### config.mk
export PLATFORM = sky130hd
export DESIGN_NAME = axi_slave_write_ctrl
export DESIGN_NICKNAME = d
export VERILOG_FILES = /design/src/rtl/axi_slave_pkg.sv /design/src/rtl/axi_burst_addr_gen.sv /design/src/rtl/axi_slave_write_ctrl.sv
export SDC_FILE = /design/constraint.sdc
export NUM_CORES = 1
export LEC_CHECK = 0
export ABC_AREA = 1
export ABC_CLOCK_PERIOD_IN_PS = 1300
export CAP_MARGIN = 5
export CORE_AREA = 2 2 101 103
export DETAILED_ROUTE_END_ITERATION = 7
export DIE_AREA = 0 0 103 105
export GPL_TIMING_DRIVEN = 0
export PLACE_DENSITY = 0.64
export SYNTH_ARGS = -nofsm -noshare
export SYNTH_HDL_FRONTEND = slang
export SYNTH_SLANG_ARGS = --single-unit
### constraint.sdc
create_clock -name clk -period 1.3 [get_ports clk]
set_input_delay 0.13 -clock clk [delete_from_list [all_inputs] [get_ports clk]]
set_output_delay 0.13 -clock clk [all_outputs]
set_load 0.03 [all_outputs]
### src/rtl/axi_slave_pkg.sv
// Shared encodings for the AXI slave write controller: response codes,
// burst types, the only supported beat size, and the controller state type.
package axi_slave_pkg;

  localparam logic [1:0] RESP_OKAY   = 2'b00;
  localparam logic [1:0] RESP_SLVERR = 2'b10;

  localparam logic [1:0] BURST_FIXED = 2'b00;
  localparam logic [1:0] BURST_INCR  = 2'b01;

  localparam logic [2:0] SIZE_WORD   = 3'b010;

  typedef enum logic [1:0] {
    IDLE,
    DATA,
    RESP
  } wr_state_t;

endpackage

### src/rtl/axi_burst_addr_gen.sv
// Word address register and beat counter for one write burst. The address
// carries one extra MSB so that stepping past the last SRAM word is visible.
module axi_burst_addr_gen
  import axi_slave_pkg::*;
#(
  parameter int MADDR_W = 14,
  parameter int LEN_W   = 4
) (
  input  logic               clk,
  input  logic               rst,
  input  logic               load,
  input  logic               advance,
  input  logic [1:0]         burst,
  input  logic [MADDR_W-1:0] start_addr,
  input  logic [LEN_W-1:0]   len,
  output logic [MADDR_W-1:0] addr,
  output logic               last_beat,
  output logic               overflow
);

  logic [MADDR_W:0]   addr_q, addr_d;
  logic [LEN_W-1:0]   beat_q, beat_d;
  logic [LEN_W-1:0]   len_q, len_d;
  logic               incr_q, incr_d;

  always_comb begin
    // NOTE: every *_d gets a hold default first so no path leaves it unassigned (no latch).
    addr_d = addr_q;
    beat_d = beat_q;
    len_d  = len_q;
    incr_d = incr_q;
    if (load) begin
      addr_d = {1'b0, start_addr};
      beat_d = '0;
      len_d  = len;
      incr_d = (burst == BURST_INCR);
    end else if (advance) begin
      beat_d = beat_q + 1'b1;
      if (incr_q) addr_d = addr_q + 1'b1;
    end
  end

  // NOTE: flops use non-blocking <= so every register samples pre-edge values.
  always_ff @(posedge clk) begin
    if (rst) begin
      addr_q <= '0;
      beat_q <= '0;
      len_q  <= '0;
      incr_q <= 1'b0;
    end else begin
      addr_q <= addr_d;
      beat_q <= beat_d;
      len_q  <= len_d;
      incr_q <= incr_d;
    end
  end

  assign addr      = addr_q[MADDR_W-1:0];
  assign overflow  = addr_q[MADDR_W];
  assign last_beat = (beat_q == len_q);

endmodule

### src/rtl/axi_slave_write_ctrl.sv
// AXI slave write responder: accepts one AW burst, turns each W beat into a
// byte-enabled SRAM word write, then returns a single B response.
module axi_slave_write_ctrl
  import axi_slave_pkg::*;
#(
  parameter int ID_W      = 8,
  parameter int ADDR_W    = 32,
  parameter int DATA_W    = 32,
  parameter int LEN_W     = 4,
  parameter int MEM_WORDS = 16384,
  parameter int MADDR_W   = 14
) (
  input  logic               clk,
  input  logic               rst,
  input  logic [ID_W-1:0]    AWID_S,
  input  logic [ADDR_W-1:0]  AWADDR_S,
  input  logic [LEN_W-1:0]   AWLEN_S,
  input  logic [2:0]         AWSIZE_S,
  input  logic [1:0]         AWBURST_S,
  input  logic               AWVALID_S,
  output logic               AWREADY_S,
  input  logic [DATA_W-1:0]  WDATA_S,
  input  logic [3:0]         WSTRB_S,
  input  logic               WLAST_S,
  input  logic               WVALID_S,
  output logic               WREADY_S,
  output logic [ID_W-1:0]    BID_S,
  output logic [1:0]         BRESP_S,
  output logic               BVALID_S,
  input  logic               BREADY_S,
  output logic               mem_we,
  output logic [MADDR_W-1:0] mem_addr,
  output logic [DATA_W-1:0]  mem_wdata,
  output logic [3:0]         mem_bweb
);

  wr_state_t         state_q, state_d;
  logic [ID_W-1:0]   id_q, id_d;
  logic              err_q, err_d;             // suppresses SRAM writes
  logic              wlast_err_q, wlast_err_d; // protocol-only, writes continue

  logic               in_idle, in_data, in_resp;
  logic               aw_hs, w_hs, aw_err, beat_err;
  logic [MADDR_W-1:0] cur_addr;
  logic               last_beat, overflow;
  logic               unused_addr_lsbs;

  // Outputs decode registered state; rst gating makes writes stop in the reset cycle itself.
  assign in_idle = (state_q == IDLE) & ~rst;
  assign in_data = (state_q == DATA) & ~rst;
  assign in_resp = (state_q == RESP) & ~rst;

  assign aw_hs    = AWVALID_S & in_idle;
  assign w_hs     = WVALID_S & in_data;
  assign aw_err   = (AWSIZE_S != SIZE_WORD)
                  | (|AWADDR_S[ADDR_W-1:MADDR_W+2])
                  | ((AWBURST_S != BURST_FIXED) & (AWBURST_S != BURST_INCR));
  assign beat_err = err_q | overflow;

  assign unused_addr_lsbs = ^AWADDR_S[1:0];

  axi_burst_addr_gen #(
    .MADDR_W (MADDR_W),
    .LEN_W   (LEN_W)
  ) u_addr_gen (
    .clk        (clk),
    .rst        (rst),
    .load       (aw_hs),
    .advance    (w_hs),
    .burst      (AWBURST_S),
    .start_addr (AWADDR_S[MADDR_W+1:2]),
    .len        (AWLEN_S),
    .addr       (cur_addr),
    .last_beat  (last_beat),
    .overflow   (overflow)
  );

  always_comb begin
    state_d     = state_q;
    id_d        = id_q;
    err_d       = err_q;
    wlast_err_d = wlast_err_q;
    case (state_q)
      IDLE: begin
        if (aw_hs) begin
          id_d        = AWID_S;
          err_d       = aw_err;
          wlast_err_d = 1'b0;
          state_d     = DATA;
        end
      end
      DATA: begin
        if (w_hs) begin
          if (overflow) err_d = 1'b1;
          if (WLAST_S != last_beat) wlast_err_d = 1'b1;
          if (last_beat) state_d = RESP;
        end
      end
      RESP: begin
        if (BREADY_S) state_d = IDLE;
      end
      default: state_d = IDLE;
    endcase
  end

  always_ff @(posedge clk) begin
    if (rst) begin
      state_q     <= IDLE;
      id_q        <= '0;
      err_q       <= 1'b0;
      wlast_err_q <= 1'b0;
    end else begin
      state_q     <= state_d;
      id_q        <= id_d;
      err_q       <= err_d;
      wlast_err_q <= wlast_err_d;
    end
  end

  assign AWREADY_S = in_idle;
  assign WREADY_S  = in_data;
  assign BVALID_S  = in_resp;
  assign BID_S     = in_resp ? id_q : '0;
  assign BRESP_S   = (in_resp & (err_q | wlast_err_q)) ? RESP_SLVERR : RESP_OKAY;

  assign mem_we    = w_hs & ~beat_err;
  assign mem_addr  = in_data ? cur_addr : '0;
  assign mem_wdata = in_data ? WDATA_S : '0;
  assign mem_bweb  = WSTRB_S & {4{in_data & ~beat_err}};

endmodule

==> impl_metrics.env <==
export IMPL_place_area_um2=4560
export IMPL_clkSinkCount=36
export IMPL_routed_via_count=3269
export IMPL_path_max_fanout=6
export IMPL_asyncSetResetFlopFracSynth=0
export IMPL_register_area_um2=729
export IMPL_slew_viol_final=0
export IMPL_clock_buffer_depth=2
export IMPL_worstSkewPairLatency_ns=0.29
export IMPL_yosys_cell_count_top_type="sky130_fd_sc_hd__nor2_1"
export IMPL_detailedRoute_firstIterationViolations=87
export IMPL_synthFlopType="sky130_fd_sc_hd__dfxtp_1"
export IMPL_critPathCaptureType="register"
export IMPL_synth_enable_flop_cells=0
export IMPL_synth_area_top_cells="sky130_fd_sc_hd__dfxtp_1 30%, sky130_fd_sc_hd__nor2_1 16%, sky130_fd_sc_hd__inv_1 13%"
export IMPL_final_hold_violation_count=0
export IMPL_cellLeakagePower_nw=2.28
export IMPL_cts_hold_repair_buffers=0
export IMPL_fin_crit_sh=1.25
export IMPL_cts_tree="done"
export IMPL_postSynthRegisterBits=36
export IMPL_critical_path_top_delay_family="simple AND/OR/NAND/NOR gates"
export IMPL_cts_root_buffer="sky130_fd_sc_hd__clkbuf_8"
export IMPL_unrepaired_setup_endpoints_after_global_routing="true"
export IMPL_globalRoute_totalOverflow=0
export IMPL_setup_ws_ns=-0.325
export IMPL_drt_pre_antenna_iters=4
export IMPL_syn_instance_count=414
export IMPL_outcome="finished with violations"
export IMPL_io_pins=155
export IMPL_rows=36
export IMPL_yosysWarningCount=0
export IMPL_synth_cell_area_um2=2400
export IMPL_multi_input_combinational_cell_area_um2=1860
export IMPL_timing_hold_worst_class="in2reg"
export IMPL_worstPathCellList="inv_4 > nand2_4 > nor2_4 > buf_6 > buf_6 > nand3_4 > nand2_4 > inv_6 > buf_8 > a21oi_2 > a21oi_1"
export IMPL_critPathMaxStageDelay_ns=0.36
export IMPL_synth_avg_cell_area_um2=5.80
export IMPL_pre_cts_slack_ns=-1.14
export IMPL_route_final_wire_length_um=9760
export IMPL_avgRoutedWirePerCell_um=13.2
export IMPL_critPathArrivalTime_ns=1.82
export IMPL_drt_vias_per_instance=4.41
export IMPL_finalWeightedCongestion=0.897
export IMPL_criticalPathCategory="reg2reg"
export IMPL_io_buffer_count=151
export IMPL_crit_required_ns=1.49
export IMPL_final_setup_viol_count=99
export IMPL_synthDominantCellAreaShare=0.300
export IMPL_floorplan_initialDensity=0.249
export IMPL_totalNegativeSetupSlack_ns=-25.04
export IMPL_final_period_minus_worst_setup_slack_ns=1.63
export IMPL_core_um2=9640
export IMPL_fill_cells=949
export IMPL_synthDistinctLibCells=35
export IMPL_fin_worst_hold_slack_ns=0.378
export IMPL_max_cap_violations=0
export IMPL_postLayoutCellArea_um2=5280
export IMPL_grt_max_degree=12
export IMPL_total_power_mw=4.18
export IMPL_detail_route_antenna_nets=0
export IMPL_global_route_wire_length_before_repair_um=14700
export IMPL_synth_nets=507
export IMPL_die_w_um=103
export IMPL_worstSetupStartpointType="register"
export IMPL_finClkSkew_ns=0.00625
export IMPL_cts_h_tree_depth=2
export IMPL_die_height_um=105
export IMPL_design_die_area_um2=10800
export IMPL_achievable_frequency_ghz=0.615
export IMPL_grt_pass1_vias=3065
export IMPL_ys_seq_area_frac=0.300
export IMPL_hpwl_after_dpl_um=7220
export IMPL_drive_above_1_share=0.366
export IMPL_netlist_top_cells_count="104 x sky130_fd_sc_hd__nor2_1, 81 x sky130_fd_sc_hd__inv_1, 80 x sky130_fd_sc_hd__nand2_1"
export IMPL_critPathSlowestCell="sky130_fd_sc_hd__dfxtp_4"
export IMPL_area_growth_syn_to_layout_pct=120
export IMPL_vdd_ir_drop_worst_v=0.000439
export IMPL_failed_checks="negative setup slack"
export IMPL_cts_made_buffers=5
export IMPL_path_buf_inv=5
export IMPL_initial_antenna_violation_count=0
export IMPL_grt_total_usage=0.171
export IMPL_cts_clk_slew_worst_paths_ns=0.08
export IMPL_synth_largest_area_cell="sky130_fd_sc_hd__dfxtp_1"
export IMPL_drcViolationCount=0
export IMPL_nNetsFinal=701
export IMPL_n_antenna_cell=0
export IMPL_power_dens_cells_nw_per_um2=791
-- power breakdown --
group	internal [mW]	leakage (nW)	total, mW	switching (mW)
clock network	0.570	0.0552	1.01	0.436
registers	1.20	0.296	1.28	0.0790
logic	0.912	1.93	1.89	0.982
total	2.68	2.28	4.18	1.50
-- final timing paths --
check                                        start                            endpoint  slack (ns)  depth (start not counted)
setup / recovery           state_q[1]$_SDFFE_PP0P_  u_addr_gen.addr_q[10]$_SDFFE_PP0P_       -0.33                         11
hold / removal                           AWID_S[1]                id_q[1]$_SDFFE_PP0P_        0.38                          3
setup reg to reg           state_q[1]$_SDFFE_PP0P_  u_addr_gen.addr_q[10]$_SDFFE_PP0P_       -0.33                         11
hold reg to reg   u_addr_gen.len_q[1]$_SDFFE_PP0P_    u_addr_gen.len_q[1]$_SDFFE_PP0P_        0.49                          2
-- stage by stage --
step	utilization	instances
final	0.548	742
after global routing	0.548	742
after CTS	0.535	737
after detailed placement	0.474	698
after global placement	0.474	698
after floorplan	-	414
-- repair_timing --
action / in CTS / in global routing
setup buffers: 26 / 4
cloned: 5 / 1
endpoints found under the setup margin: 98 / 99
resized for setup: 485 / 21
pin swaps: 13 / 6
endpoints found under the hold margin: 0 / 0
-- final cells by class --
cell class / instances / area share
Buffer: 12 / 0.0303
Clock buffer: 6 / 0.0137
Clock inverter: 2 / 0.00663
Inverter: 86 / 0.0656
Multi-Input combinational cell: 280 / 0.352
Sequential cell: 36 / 0.138
Tap cell: 133 / 0.0315
Timing Repair Buffer: 185 / 0.360
Timing Repair inverter: 2 / 0.00284
-- sequential cells by signal, summed over array words and instances (netlist names) --
name,cells
u_addr_gen.addr_q,15
u_addr_gen.beat_q,4
wlast_err_q,1
u_addr_gen.len_q,4
u_addr_gen.incr_q,1
id_q,8
err_q,1
state_q,2
-- metal layers --
metal  GRT usage  wire [um]
met5           0          0
met2       0.308       5090
met3      0.0328        712
met1       0.206       3820
met4      0.0385        146
-- worst min-delay path, delay by kind of cell --
kind,cells,cell delay [ns]
buffers and inverters,1,0.39
AO/OA/AOI/OAI,1,0.05
AND/OR/NAND/NOR,1,0.06
-- cell usage in the layout, fill, tap and decap left out, types with 7 or more instances in the layout --
master | synthesis | final
sky130_fd_sc_hd__a21oi_2 | 0 | 7
sky130_fd_sc_hd__buf_4 | 3 | 36
sky130_fd_sc_hd__buf_6 | 1 | 64
sky130_fd_sc_hd__clkdlybuf4s50_1 | 0 | 87
sky130_fd_sc_hd__dfxtp_1 | 36 | 33
sky130_fd_sc_hd__inv_1 | 81 | 79
sky130_fd_sc_hd__nand2_1 | 80 | 75
sky130_fd_sc_hd__nand3_1 | 22 | 19
sky130_fd_sc_hd__nor2_1 | 104 | 45
sky130_fd_sc_hd__nor2_2 | 1 | 9
sky130_fd_sc_hd__nor2_4 | 2 | 53
sky130_fd_sc_hd__o21ai_1 | 10 | 11
-- logic make-up after synthesis --
kind of cell             synth area share
adder cells (fa/ha/maj)            0.0104
buffers and inverters               0.163
XOR/XNOR                           0.0110
AO/OA/AOI/OAI                       0.109
flip-flops                          0.300
other                             0.00156
AND/OR/NAND/NOR                     0.404
Power figures use the tool's default switching activity.
